$ cat src/rtl/tdm_pkg.sv
// Shared definitions for the 1:8 TDM demultiplexer slice.
// Channel count, slot width and FSM state encoding.
package tdm_pkg;

    localparam int CH    = 8;
    localparam int SEL_W = $clog2(CH);

    typedef enum logic {
        ST_HUNT = 1'b0,
        ST_RUN  = 1'b1
    } state_t;

endpackage

$ cat src/rtl/tdm_demux_1_8_if.sv
// Serial-in / parallel-out bundle of the TDM demultiplexer.
// master = link driver and word consumer, slave = demux.
interface tdm_demux_1_8_if
    import tdm_pkg::*;
#(
    parameter int CH    = tdm_pkg::CH,
    parameter int SEL_W = $clog2(CH)
);

    logic             din;
    logic             din_valid;
    logic             sync;
    logic [CH-1:0]    ch_strobe;
    logic [SEL_W-1:0] slot;
    logic [CH-1:0]    dout;
    logic             dout_valid;
    logic             dout_ready;
    logic             frame_err;
    logic             overflow;

    modport master (
        output din,
        output din_valid,
        output sync,
        output dout_ready,
        input  ch_strobe,
        input  slot,
        input  dout,
        input  dout_valid,
        input  frame_err,
        input  overflow
    );

    modport slave (
        input  din,
        input  din_valid,
        input  sync,
        input  dout_ready,
        output ch_strobe,
        output slot,
        output dout,
        output dout_valid,
        output frame_err,
        output overflow
    );

endinterface

$ cat src/rtl/tdm_out_buf.sv
// One-entry valid/ready holding register for completed words.
// A word arriving while the held one is unconsumed is dropped.
module tdm_out_buf
    import tdm_pkg::*;
#(
    parameter int W = tdm_pkg::CH
) (
    input  logic         clk,
    input  logic         rst_n,
    input  logic         load,
    input  logic [W-1:0] word,
    input  logic         ready,
    output logic [W-1:0] data,
    output logic         valid,
    output logic         overflow
);

    logic free;

    assign free = !valid || ready;

    always_ff @(posedge clk or negedge rst_n) begin
        if (!rst_n) begin
            data     <= '0;
            valid    <= 1'b0;
            overflow <= 1'b0;
        end else begin
            overflow <= 1'b0;
            if (load) begin
                if (free) begin
                    data  <= word;
                    valid <= 1'b1;
                end else begin
                    overflow <= 1'b1;
                end
            end else if (valid && ready) begin
                valid <= 1'b0;
            end
        end
    end

endmodule

$ cat src/rtl/tdm_demux_1_8.sv
// Time-division serial line back to parallel channels.
// Slot counter, alignment FSM and shift register; output buffered.
module tdm_demux_1_8
    import tdm_pkg::*;
#(
    parameter int CH    = tdm_pkg::CH,
    parameter int SEL_W = $clog2(CH)
) (
    input logic            clk,
    input logic            rst_n,
    tdm_demux_1_8_if.slave bus
);

    state_t           state;
    logic [SEL_W-1:0] slot_q;
    logic [CH-1:0]    shreg;
    logic [CH-1:0]    strobe_q;
    logic             ferr_q;

    logic             accept;
    logic             resync;
    logic             complete;
    logic             misalign;
    logic [SEL_W-1:0] slot_used;
    logic [CH-1:0]    bit_mask;
    logic [CH-1:0]    word;

    assign resync    = bus.din_valid && bus.sync;
    assign accept    = bus.din_valid &&
                       (state == ST_RUN || bus.sync);
    assign slot_used = resync ? '0 : slot_q;
    assign bit_mask  = {{(CH-1){1'b0}}, 1'b1} << slot_used;
    assign misalign  = resync && state == ST_RUN &&
                       slot_q != '0;

    // A sync bit restarts the frame, so the partial word is dropped
    assign word = ((resync ? '0 : shreg) & ~bit_mask) |
                  (bus.din ? bit_mask : '0);

    assign complete = accept &&
                      (slot_used == SEL_W'(CH - 1));

    always_ff @(posedge clk or negedge rst_n) begin
        if (!rst_n) begin
            state    <= ST_HUNT;
            slot_q   <= '0;
            shreg    <= '0;
            strobe_q <= '0;
            ferr_q   <= 1'b0;
        end else begin
            strobe_q <= '0;
            ferr_q   <= 1'b0;
            if (accept) begin
                state    <= ST_RUN;
                slot_q   <= slot_used + SEL_W'(1);
                shreg    <= complete ? '0 : word;
                strobe_q <= bus.din ? bit_mask : '0;
                ferr_q   <= misalign;
            end
        end
    end

    tdm_out_buf #(
        .W (CH)
    ) u_buf (
        .clk      (clk),
        .rst_n    (rst_n),
        .load     (complete),
        .word     (word),
        .ready    (bus.dout_ready),
        .data     (bus.dout),
        .valid    (bus.dout_valid),
        .overflow (bus.overflow)
    );

    assign bus.ch_strobe = strobe_q;
    assign bus.slot      = slot_q;
    assign bus.frame_err = ferr_q;

endmodule
$ cat src/flat_wrapper.sv
// flat-port wrapper written by rule: the top's interface ports become plain ports
module tdm_demux_1_8_flat import tdm_pkg::*;
#(
    parameter int CH    = tdm_pkg::CH,
    parameter int SEL_W = $clog2(CH)
)
  (clk, rst_n, bus_din, bus_din_valid, bus_sync, bus_dout_ready, bus_ch_strobe, bus_slot, bus_dout, bus_dout_valid, bus_frame_err, bus_overflow);
  tdm_demux_1_8_if #(.CH(CH), .SEL_W(SEL_W)) bus_i ();
  input logic clk;
  input logic rst_n;
  input wire logic [$bits(bus_i.din)-1:0] bus_din;
  input wire logic [$bits(bus_i.din_valid)-1:0] bus_din_valid;
  input wire logic [$bits(bus_i.sync)-1:0] bus_sync;
  input wire logic [$bits(bus_i.dout_ready)-1:0] bus_dout_ready;
  output wire logic [$bits(bus_i.ch_strobe)-1:0] bus_ch_strobe;
  output wire logic [$bits(bus_i.slot)-1:0] bus_slot;
  output wire logic [$bits(bus_i.dout)-1:0] bus_dout;
  output wire logic [$bits(bus_i.dout_valid)-1:0] bus_dout_valid;
  output wire logic [$bits(bus_i.frame_err)-1:0] bus_frame_err;
  output wire logic [$bits(bus_i.overflow)-1:0] bus_overflow;
  assign bus_i.din = bus_din;
  assign bus_i.din_valid = bus_din_valid;
  assign bus_i.sync = bus_sync;
  assign bus_i.dout_ready = bus_dout_ready;
  assign bus_ch_strobe = bus_i.ch_strobe;
  assign bus_slot = bus_i.slot;
  assign bus_dout = bus_i.dout;
  assign bus_dout_valid = bus_i.dout_valid;
  assign bus_frame_err = bus_i.frame_err;
  assign bus_overflow = bus_i.overflow;
  tdm_demux_1_8 #(.CH(CH), .SEL_W(SEL_W)) u_core (.clk(clk), .rst_n(rst_n), .bus(bus_i));
endmodule
$ cat config.mk
export PLATFORM = sky130hd
export DESIGN_NAME = tdm_demux_1_8_flat
export DESIGN_NICKNAME = d
export VERILOG_FILES = /design/src/rtl/tdm_pkg.sv /design/src/rtl/tdm_demux_1_8_if.sv /design/src/rtl/tdm_out_buf.sv /design/src/rtl/tdm_demux_1_8.sv /design/src/flat_wrapper.sv
export SDC_FILE = /design/constraint.sdc
export NUM_CORES = 1
export LEC_CHECK = 0
export ABC_CLOCK_PERIOD_IN_PS = 1600
export CAP_MARGIN = 40
export CORE_MARGIN = 10
export CORE_UTILIZATION = 45
export CTS_CLUSTER_DIAMETER = 30
export DETAILED_ROUTE_END_ITERATION = 16
export PLACE_DENSITY = 0.75
export SYNTH_ARGS = -nofsm -noshare
export SYNTH_HDL_FRONTEND = slang
export SYNTH_SLANG_ARGS = --single-unit
export TNS_END_PERCENT = 5
$ cat constraint.sdc
create_clock -name clk -period 1.6 [get_ports clk]
set_input_delay 0.48 -clock clk [delete_from_list [all_inputs] [get_ports clk]]
set_output_delay 0.48 -clock clk [all_outputs]
set_load 0.02 [all_outputs]
### Yosys cells after proc, flatten, opt, wreduce, memory -nomap -nowiden

Cells that the tools add are included.

* add/sub/neg operators: 1
* equal/unequal tests: 2
* shift operators: 1
* muxes and demuxes: 11
* bitwise gates (word level): 3
* reduce and logical (&&, ||, !) cells: 13

Operators with widths (number)
* $mux W8: 4
* $and A8 B8 Y8: 1
* $not A8 Y8: 1
* $or A8 B8 Y8: 1
* $shl A1 B3 Y8 const A: 1
* $logic_and A1 B1 Y1: 6
* $mux W1: 6
* $reduce_and A2 Y1: 2
* $add A3 B1 Y3 const B: 1
* $eq A3 B3 Y1 const B: 1
* $mux W3: 1
* $reduce_bool A3 Y1: 1
* $logic_or A1 B1 Y1: 2
* $ne A2 B2 Y1 const B: 1
* $reduce_bool A2 Y1: 1
* $logic_not A1 Y1: 1

* register bits: 31
* input bits: 6
* output and inout bits: 22
* logic and storage cells: 39

### Longest topological paths before layout

Gate-level depths: netlist (run 1).

* depth in word-level cells: 7
* mapped depth: 8
* mapped depth without buffers: 7

### Hierarchy

From an unflattened synthesis (run 1), not the netlist that was laid out.

* cell total of the unflattened synthesis: 141
* area, all modules: 1620.3 um2

By module, submodules not included
* tdm_demux_1_8: instances 1, cells an instance 118, area an instance 1213.7 um2, sequential area each 525.5 um2
* tdm_out_buf: instances 1, cells an instance 23, area an instance 406.6 um2, sequential area each 250.2 um2

### Worst setup path before layout (run 1)

No wires, ideal clock.

* kind: input-to-reg
* start point: in bus_din_valid
* end point: reg u_core.u_buf.data[3]
* library setup time: 125 ps
* arrival: 1741 ps
* required time: 1475 ps
* setup slack: -266 ps
* cell stages on the path: 7
* buffers on the path: 1
* path through: buf_6 -> nand2_1 -> and2_1 -> ha_1 -> ha_1 -> nand3_4 -> mux2_2

* word-level cells in the longest chain between the ends: 6
* elaborated cells between the ends (all ways): 12
* classes of those cells: eq/ne (1); shift (1); mux (3); bitwise (3); reduce/logical (4)

RTL lines
* from (decl): RTL line flat_wrapper.sv:12 `input wire logic [$bits(bus_i.din_valid)-1:0] bus_din_valid;`
* $logic_and A1 B1 Y1: RTL line tdm_demux_1_8.sv:28 `assign resync = bus.din_valid && bus.sync;`
* $mux W3: RTL line tdm_demux_1_8.sv:31 `assign slot_used = resync ? '0 : slot_q;`
* $shl A1 B3 Y8: RTL line tdm_demux_1_8.sv:32 `assign bit_mask = {{(CH-1){1'b0}}, 1'b1} << slot_used;`
* $not A8 Y8: RTL line tdm_demux_1_8.sv:37 `assign word = ((resync ? '0 : shreg) & ~bit_mask) |`
* $and A8 B8 Y8: RTL line tdm_demux_1_8.sv:37
* $or A8 B8 Y8: RTL line tdm_demux_1_8.sv:37
* to (signal assigned): RTL line tdm_out_buf.sv:31 `data <= word;`
* to (decl): RTL line tdm_out_buf.sv:13 `output logic [W-1:0] data,`

Parallel ways exist; a longest one is shown, timed or not.
A chain may end at the register's enable or synchronous reset.

### Final worst setup path (run 1)

* start point: reg u_core.slot_q[0] (netlist: u_core.bus.slot[0])
* end point: reg u_core.u_buf.data[6]

* word-level cells in the longest chain between the ends: 5
* elaborated cells between the ends (all ways): 9
* classes of those cells: eq/ne (1); shift (1); mux (2); bitwise (3); reduce/logical (2)

RTL lines
* from (decl): RTL line tdm_demux_1_8.sv:15 `logic [SEL_W-1:0] slot_q;`
* from (signal assigned): RTL line tdm_demux_1_8.sv:55 `slot_q <= slot_used + SEL_W'(1);`
* $mux W3 (*): RTL line tdm_demux_1_8.sv:31
* $shl A1 B3 Y8: RTL line tdm_demux_1_8.sv:32
* $not A8 Y8: RTL line tdm_demux_1_8.sv:37
* $and A8 B8 Y8: RTL line tdm_demux_1_8.sv:37
* $or A8 B8 Y8: RTL line tdm_demux_1_8.sv:37

Every way passes the cells marked *; elsewhere a longest branch is shown, timed or not.

==> results.cfg, run 1 <==
[logic_synthesis]
synth.cell_area_sq_um = 1433
synth_top_area_cell = dfrtp_1
ys_warn_count = 0
ys_seq_area_frac = 0.5240
synth.area.top_cells = dfrtp_1 52%, ha_1 5.2%, a22o_1 4.9%
avgSynthCellArea_sq_um = 11.65
syn-num-nets = 135
syn-instance-count = 123
yosysUniqueCellTypes = 26
ys_ff_latch = 30
synth_top_area_share = 0.5240

[die]
core-area_sq_um = 3053
rows = 20
ios = 28
initial_core_util = 0.4693
die-area_sq_um = 5841
die_h_um = 76.43
die_x_um = 76.43

[final_layout]
drive_above_1_share = 0.3529
areaGrowthSynthToFinish_pct = 38.25
nets = 181
multi_input_area_sq_um = 701.9
n_antenna_cell = 0
fillers = 256
seq_area_sq_um = 752.0
layout.cells.most_common = dfrtp_1
final_cell_mix = 29 x dfrtp_1, 18 x dlygate4sd2_1, 17 x buf_4
final_cell_area_sq_um = 1981

[worst_setup_path]
ff2ff_path_depth = 5
slowest_delay_ns = 0.45
cp.arrival_ns = 1.78
critPathKind = reg -> reg
r2r-end = u_core.u_buf.data[6]$_DFFE_PN0P_
crit_path_start = u_core.bus.slot[0]$_DFFE_PN0P_
crit_required_ns = 1.83
ff2ff_setup_slack_ns = 0.05
path_cells = and2_4 -> ha_4 -> ha_4 -> nand3_4 -> mux2_2
start_kind = flip-flop
r2r_start = u_core.bus.slot[0]$_DFFE_PN0P_
critPathMostFrequentCell = ha_4
crit_path_max_fanout = 8
end_kind = flip-flop
cpMaxStageDelayCell = dfrtp_2
cp_top_family = flip-flops
cp_num_buf_inv = 0

[placement]
place_area_sq_um = 1922
place_congestion = 0.8226
dp_hpwl_mm = 2.317
portBuffers = 27
pre_cts_ws_ns = -0.6146

[cts]
cts_made_buffers = 5
ctsHtreeMaxLevel = 2
cts_tree = done
clk-insertion-delay-late_ns = 0.34
cts-root-buf = clkbuf_4
clock-sinks = 30
clkTransAtPathRegs_ns = 0.10
cts_buffer_depth = 2

[drt]
vias = 1055
drcViolationCount = 0
wl_per_cell_um = 14.51
drt_pass1_iterations = 4
avgViaCountPerCell = 4.930
ant_nets = 0
drt-initial-drc-count = 84
routed_wl_mm = 3.105

[job]
timing.max_cap.violations = 0

[timing]
period_share = 0.9718
worst_slew_pin_slew_ns = 0.2891
hold_ws_ns = 0.4863
min_period_ns = 1.555
setup_viol = 0
rsz0062_at_grt = true
slew_headroom = 0.8058
clock.fmax_mhz = 643.1
setup_slack_ns = 0.04507
finalMaxSlewViolations = 0
fin_skew_ns = 0.01819
hold_viol_final = 0

[power_and_ir_drop]
power.static_leakage_nw = 1.013
ir_drop_v = 0.0007310
power.density_nw_per_um2 = 1194

[global_routing]
grt_pass1_vias = 1094
grt_first_pass_wirelength_mm = 5.237
grt_antenna_before_repair = 0
grt_overflow_total = 0
grtUsageTotal = 0.1117
grt_max_degree = 31

[outcome]
status = finished, final reports clean

[hold_path]
hold_path.class = in -> async
## logic make-up (layout without fill, tap and decap cells)
logic type	count (synthesis)	in the layout	synth area share
mux	8	8	0.06288
buf+inv	14	61	0.05502
simple gates	39	39	0.1476
fa+ha+maj	6	6	0.05240
flops	30	30	0.5240
compound gates	26	26	0.1581
## worst max path at each step
stage                                             to  cells after the start
finish              u_core.u_buf.data[6]$_DFFE_PN0P_                      5
detailed placement  u_core.u_buf.data[2]$_DFFE_PN0P_                      8
floorplan           u_core.u_buf.data[3]$_DFFE_PN0P_                      7
global route        u_core.u_buf.data[3]$_DFFE_PN0P_                      6
global placement    u_core.u_buf.data[6]$_DFFE_PN0P_                      7
CTS                 u_core.u_buf.data[0]$_DFFE_PN0P_                      9
## synth_stat cells
| cell | n |
|---|---|
| ha_1 | 6 |
| and2_1 | 8 |
| and3_1 | 2 |
| nor3_1 | 1 |
| inv_1 | 7 |
| mux2_1 | 3 |
| a22o_1 | 8 |
| buf_6 | 3 |
| o311a_1 | 1 |
| dfrtp_1 | 30 |
| o21ai_0 | 3 |
| nor2_1 | 3 |
| nand3_4 | 1 |
| buf_2 | 3 |
| a21o_1 | 1 |
| a21bo_2 | 3 |
| mux2_2 | 5 |
| inv_2 | 1 |
| nand2_1 | 13 |
| nor2b_1 | 3 |
| a21oi_1 | 6 |
| and2_4 | 1 |
| o21a_4 | 1 |
| nand3_1 | 4 |
| o32ai_2 | 3 |
| nand2b_1 | 3 |
## report_power, final
| group | total (mW) | internal, mW | switching, mW | leakage (nW) |
|---|---|---|---|---|
| Sequential | 0.972 | 0.897 | 0.0752 | 0.398 |
| Combinational | 0.918 | 0.434 | 0.484 | 0.579 |
| Clock | 0.475 | 0.213 | 0.262 | 0.0353 |
## metal layers
| layer | wire (um) | GRT usage |
|---|---|---|
| met1 | 1331 | 0.1163 |
| met2 | 1490 | 0.1828 |
| met3 | 235 | 0.06132 |
| met4 | 46 | 0.04647 |
| met5 | 0 | 0 |
## cell type report
type                       instances  share of cell area
sequential                        30              0.3797
multi-input combinational         79              0.3544
timing repair buffer              45              0.1927
clock buffer                       7             0.02780
tap                               44             0.02780
inverter                           8             0.01516
clock inverter                     1            0.002527
## stage by stage
step	utilization	instances	TNS (ns)	power [mW]
finish	0.6488	214	0	2.364
global route	0.6488	214	-0.01062	2.517
CTS	0.6512	214	0	2.390
detailed placement	0.6295	206	-11.48	1.950
global placement	0.6295	206	-10.91	1.927
floorplan	-	123	-0.7722	1.548
## registers in the layout, summed over array words and instances (netlist names)
signal	count
u_core.bus.ch_strobe	8
u_core.bus.frame_err	1
u_core.bus.slot	3
u_core.shreg	7
u_core.state	1
u_core.u_buf.data	8
u_core.u_buf.overflow	1
u_core.u_buf.valid	1
## repair_timing
action,CTS,global route
hold buffers,0,0
gates resized for setup,32,9
setup buffers,0,0
pin swaps,2,3
endpoints found under the setup margin,41,10
Power figures use the tool's default switching activity.
==> run 2: changes to the inputs <==
- SKIP_LAST_GASP: not set -> 1
==> run 2 against run 1 <==
The run now ends with negative setup slack left. Maximum frequency down 14%. Sequential share of layout area down 0.68 points. Sequential cell count unchanged. Combinational power up 5.9%. Die area unchanged. Via count up 0.19%. Worst setup slack worse by 0.25 ns. Largest cell class unchanged.
==> results.cfg, run 2 (synthesis results as in run 1) <==
[outcome]
status = finished, violations left
violations = negative setup slack

[worst_setup_path]
crit_required_ns = 1.12
ff2ff_path_depth = 7
end_kind = primary output
cp_num_buf_inv = 1
cp_top_family = buffers and inverters
ff2ff_setup_slack_ns = 0.03
crit_cells = 1
slowest_delay_ns = 0.61
path_cells = clkdlybuf4s50_1
critPathKind = reg -> out
cp.arrival_ns = 1.32
r2r_start = u_core.bus.slot[0]$_DFFE_PN0P_
crit_path_max_fanout = 2
r2r-end = u_core.u_buf.data[0]$_DFFE_PN0P_
start_kind = flip-flop
crit_path_start = u_core.u_buf.data[4]$_DFFE_PN0P_
cpMaxStageDelayCell = clkdlybuf4s50_1
worstSetupEndpoint = bus_dout[4]

[final_layout]
final_cell_mix = 30 x dfrtp_1, 22 x clkdlybuf4s50_1, 17 x buf_4
areaGrowthSynthToFinish_pct = 40.52
layout.cells.most_common = dfrtp_1
n_antenna_cell = 0
drive_above_1_share = 0.3235
nets = 181

[cts]
ctsHoldBuffers = 0
clk-insertion-delay-late_ns = 0.34
postCtsSetupBuffers = 0
clkTransAtPathRegs_ns = 0.10
ctsHtreeMaxLevel = 2
cts_tree = done
clock-sinks = 30
cts-root-buf = clkbuf_4
cts_made_buffers = 5
cts_buffer_depth = 2

[die]
ios = 28
core-area_sq_um = 3053
rows = 20
die_x_um = 76.43
die-area_sq_um = 5841
die_h_um = 76.43
initial_core_util = 0.4693

[power_and_ir_drop]
ir_drop_v = 0.0007683
power_mw = 2.421
power.static_leakage_nw = 0.9486
power.density_nw_per_um2 = 1203

[placement]
portBuffers = 27
place_congestion = 0.8226
dp_hpwl_mm = 2.317

[global_routing]
grtUsageTotal = 0.1115
top_usage_layer = met2
grt_pass1_vias = 1094
met1_usage = 0.1156
grt_util_met2 = 0.1828
grt_max_degree = 31
grt_overflow_total = 0
grt_util_met3 = 0.06132
grt_first_pass_wirelength_mm = 5.223
grt_antenna_before_repair = 0

[drt]
drt_pass1_iterations = 4
drt-initial-drc-count = 96
vias = 1057
ant_nets = 0
routed_wl_mm = 3.100
wl_per_cell_um = 14.49
drcViolationCount = 0
avgViaCountPerCell = 4.939

[timing]
finalSetupTns_ns = -3.019
clock.fmax_mhz = 555.1
fin_skew_ns = 0.01792
period_share = 1.126
setup_slack_ns = -0.2015
hold_viol_final = 0
rsz0062_at_grt = true
slew_headroom = 0.8058
setup_viol = 20
finalMaxSlewViolations = 0
worst_slew_pin_slew_ns = 0.2891
min_period_ns = 1.801

[hold_path]
hold_path.class = in -> async

[job]
timing.max_cap.violations = 0
run 2: cell count changes in the layout (fill, tap and decap cells not counted), sizes merged:
cell and delta:
clkdlybuf4s15 -3, clkbuf -3, dlygate4sd2 -14, dlymetal6s2s +1
clkdlybuf4s50 +19
run 2: layer usage:
| layer | part of all wire | wire, um | vias to the layer above |
|---|---|---|---|
| li1 | - | - | 511 |
| met1 | 0.42 | 1317 | 514 |
| met2 | 0.48 | 1489 | 27 |
| met3 | 0.079 | 245 | 5 |
| met4 | 0.015 | 46 | 0 |
| met5 | 0 | 0 | - |
run 2: worst min path at each step:
| stage | from | endpoint | slack (ns) |
|---|---|---|---|
| 2_1_floorplan | rst_n | u_core.bus.ch_strobe[0]$_DFF_PN0_ | 0.18 |
| 6_report | rst_n | u_core.bus.slot[2]$_DFFE_PN0P_ | 0.49 |
| 5_1_grt | rst_n | u_core.bus.slot[2]$_DFFE_PN0P_ | 0.47 |
| 3_5_place_dp | u_core.u_buf.data[0]$_DFFE_PN0P_ | u_core.u_buf.data[0]$_DFFE_PN0P_ | 0.49 |
| 3_3_place_gp | u_core.u_buf.data[1]$_DFFE_PN0P_ | u_core.u_buf.data[1]$_DFFE_PN0P_ | 0.48 |
| 4_1_cts | rst_n | u_core.bus.slot[2]$_DFFE_PN0P_ | 0.49 |
run 2: power breakdown:
group	internal, mW	switching, mW
combinational	0.489	0.483
clock	0.213	0.263
sequential	0.896	0.0772
total	1.60	0.823
run 2: stage by stage:
step	utilization	instances	setup WS (ns)	area [sq um]	hold slack [ns]
2_1_floorplan	-	123	-0.08401	1501	0.1844
3_3_place_gp	0.6295	206	-0.5736	1922	0.4763
3_5_place_dp	0.6295	206	-0.6146	1922	0.4857
4_1_cts	0.6586	214	-0.2504	2011	0.4877
5_1_grt	0.6594	214	-0.2897	2013	0.4655
6_report	0.6594	214	-0.2015	2013	0.4865
run 2: final cells by class:
cell class | count | area [sq um]
clock inverters | 1 | 5.005
multi-input cells | 79 | 701.9
inverters | 8 | 30.03
clock buffers | 7 | 55.05
well taps | 44 | 55.05
repair buffers | 45 | 415.4
fillers | 251 | 1040
flip-flops and latches | 30 | 750.7
run 2: worst register-to-register path, cell delays in order, from the launching register on:
cell     delay (ns)
dfrtp_1        0.44
and2_4         0.22
inv_2          0.07
ha_4           0.17
buf_4          0.13
nand2_1        0.07
o32ai_2        0.08
mux2_1         0.28
run 2: timing repair:
item,4_1_cts,5_1_grt
gates resized for setup,10,1
pin swaps,2,0
endpoints found under the setup margin,41,29
cloned,0,0
==> run 3: changes to the inputs <==
- CTS_CLUSTER_DIAMETER: 30 -> not set
==> results of run 3 <==
The final DEF is identical to that of run 2; final timing and power are the same.
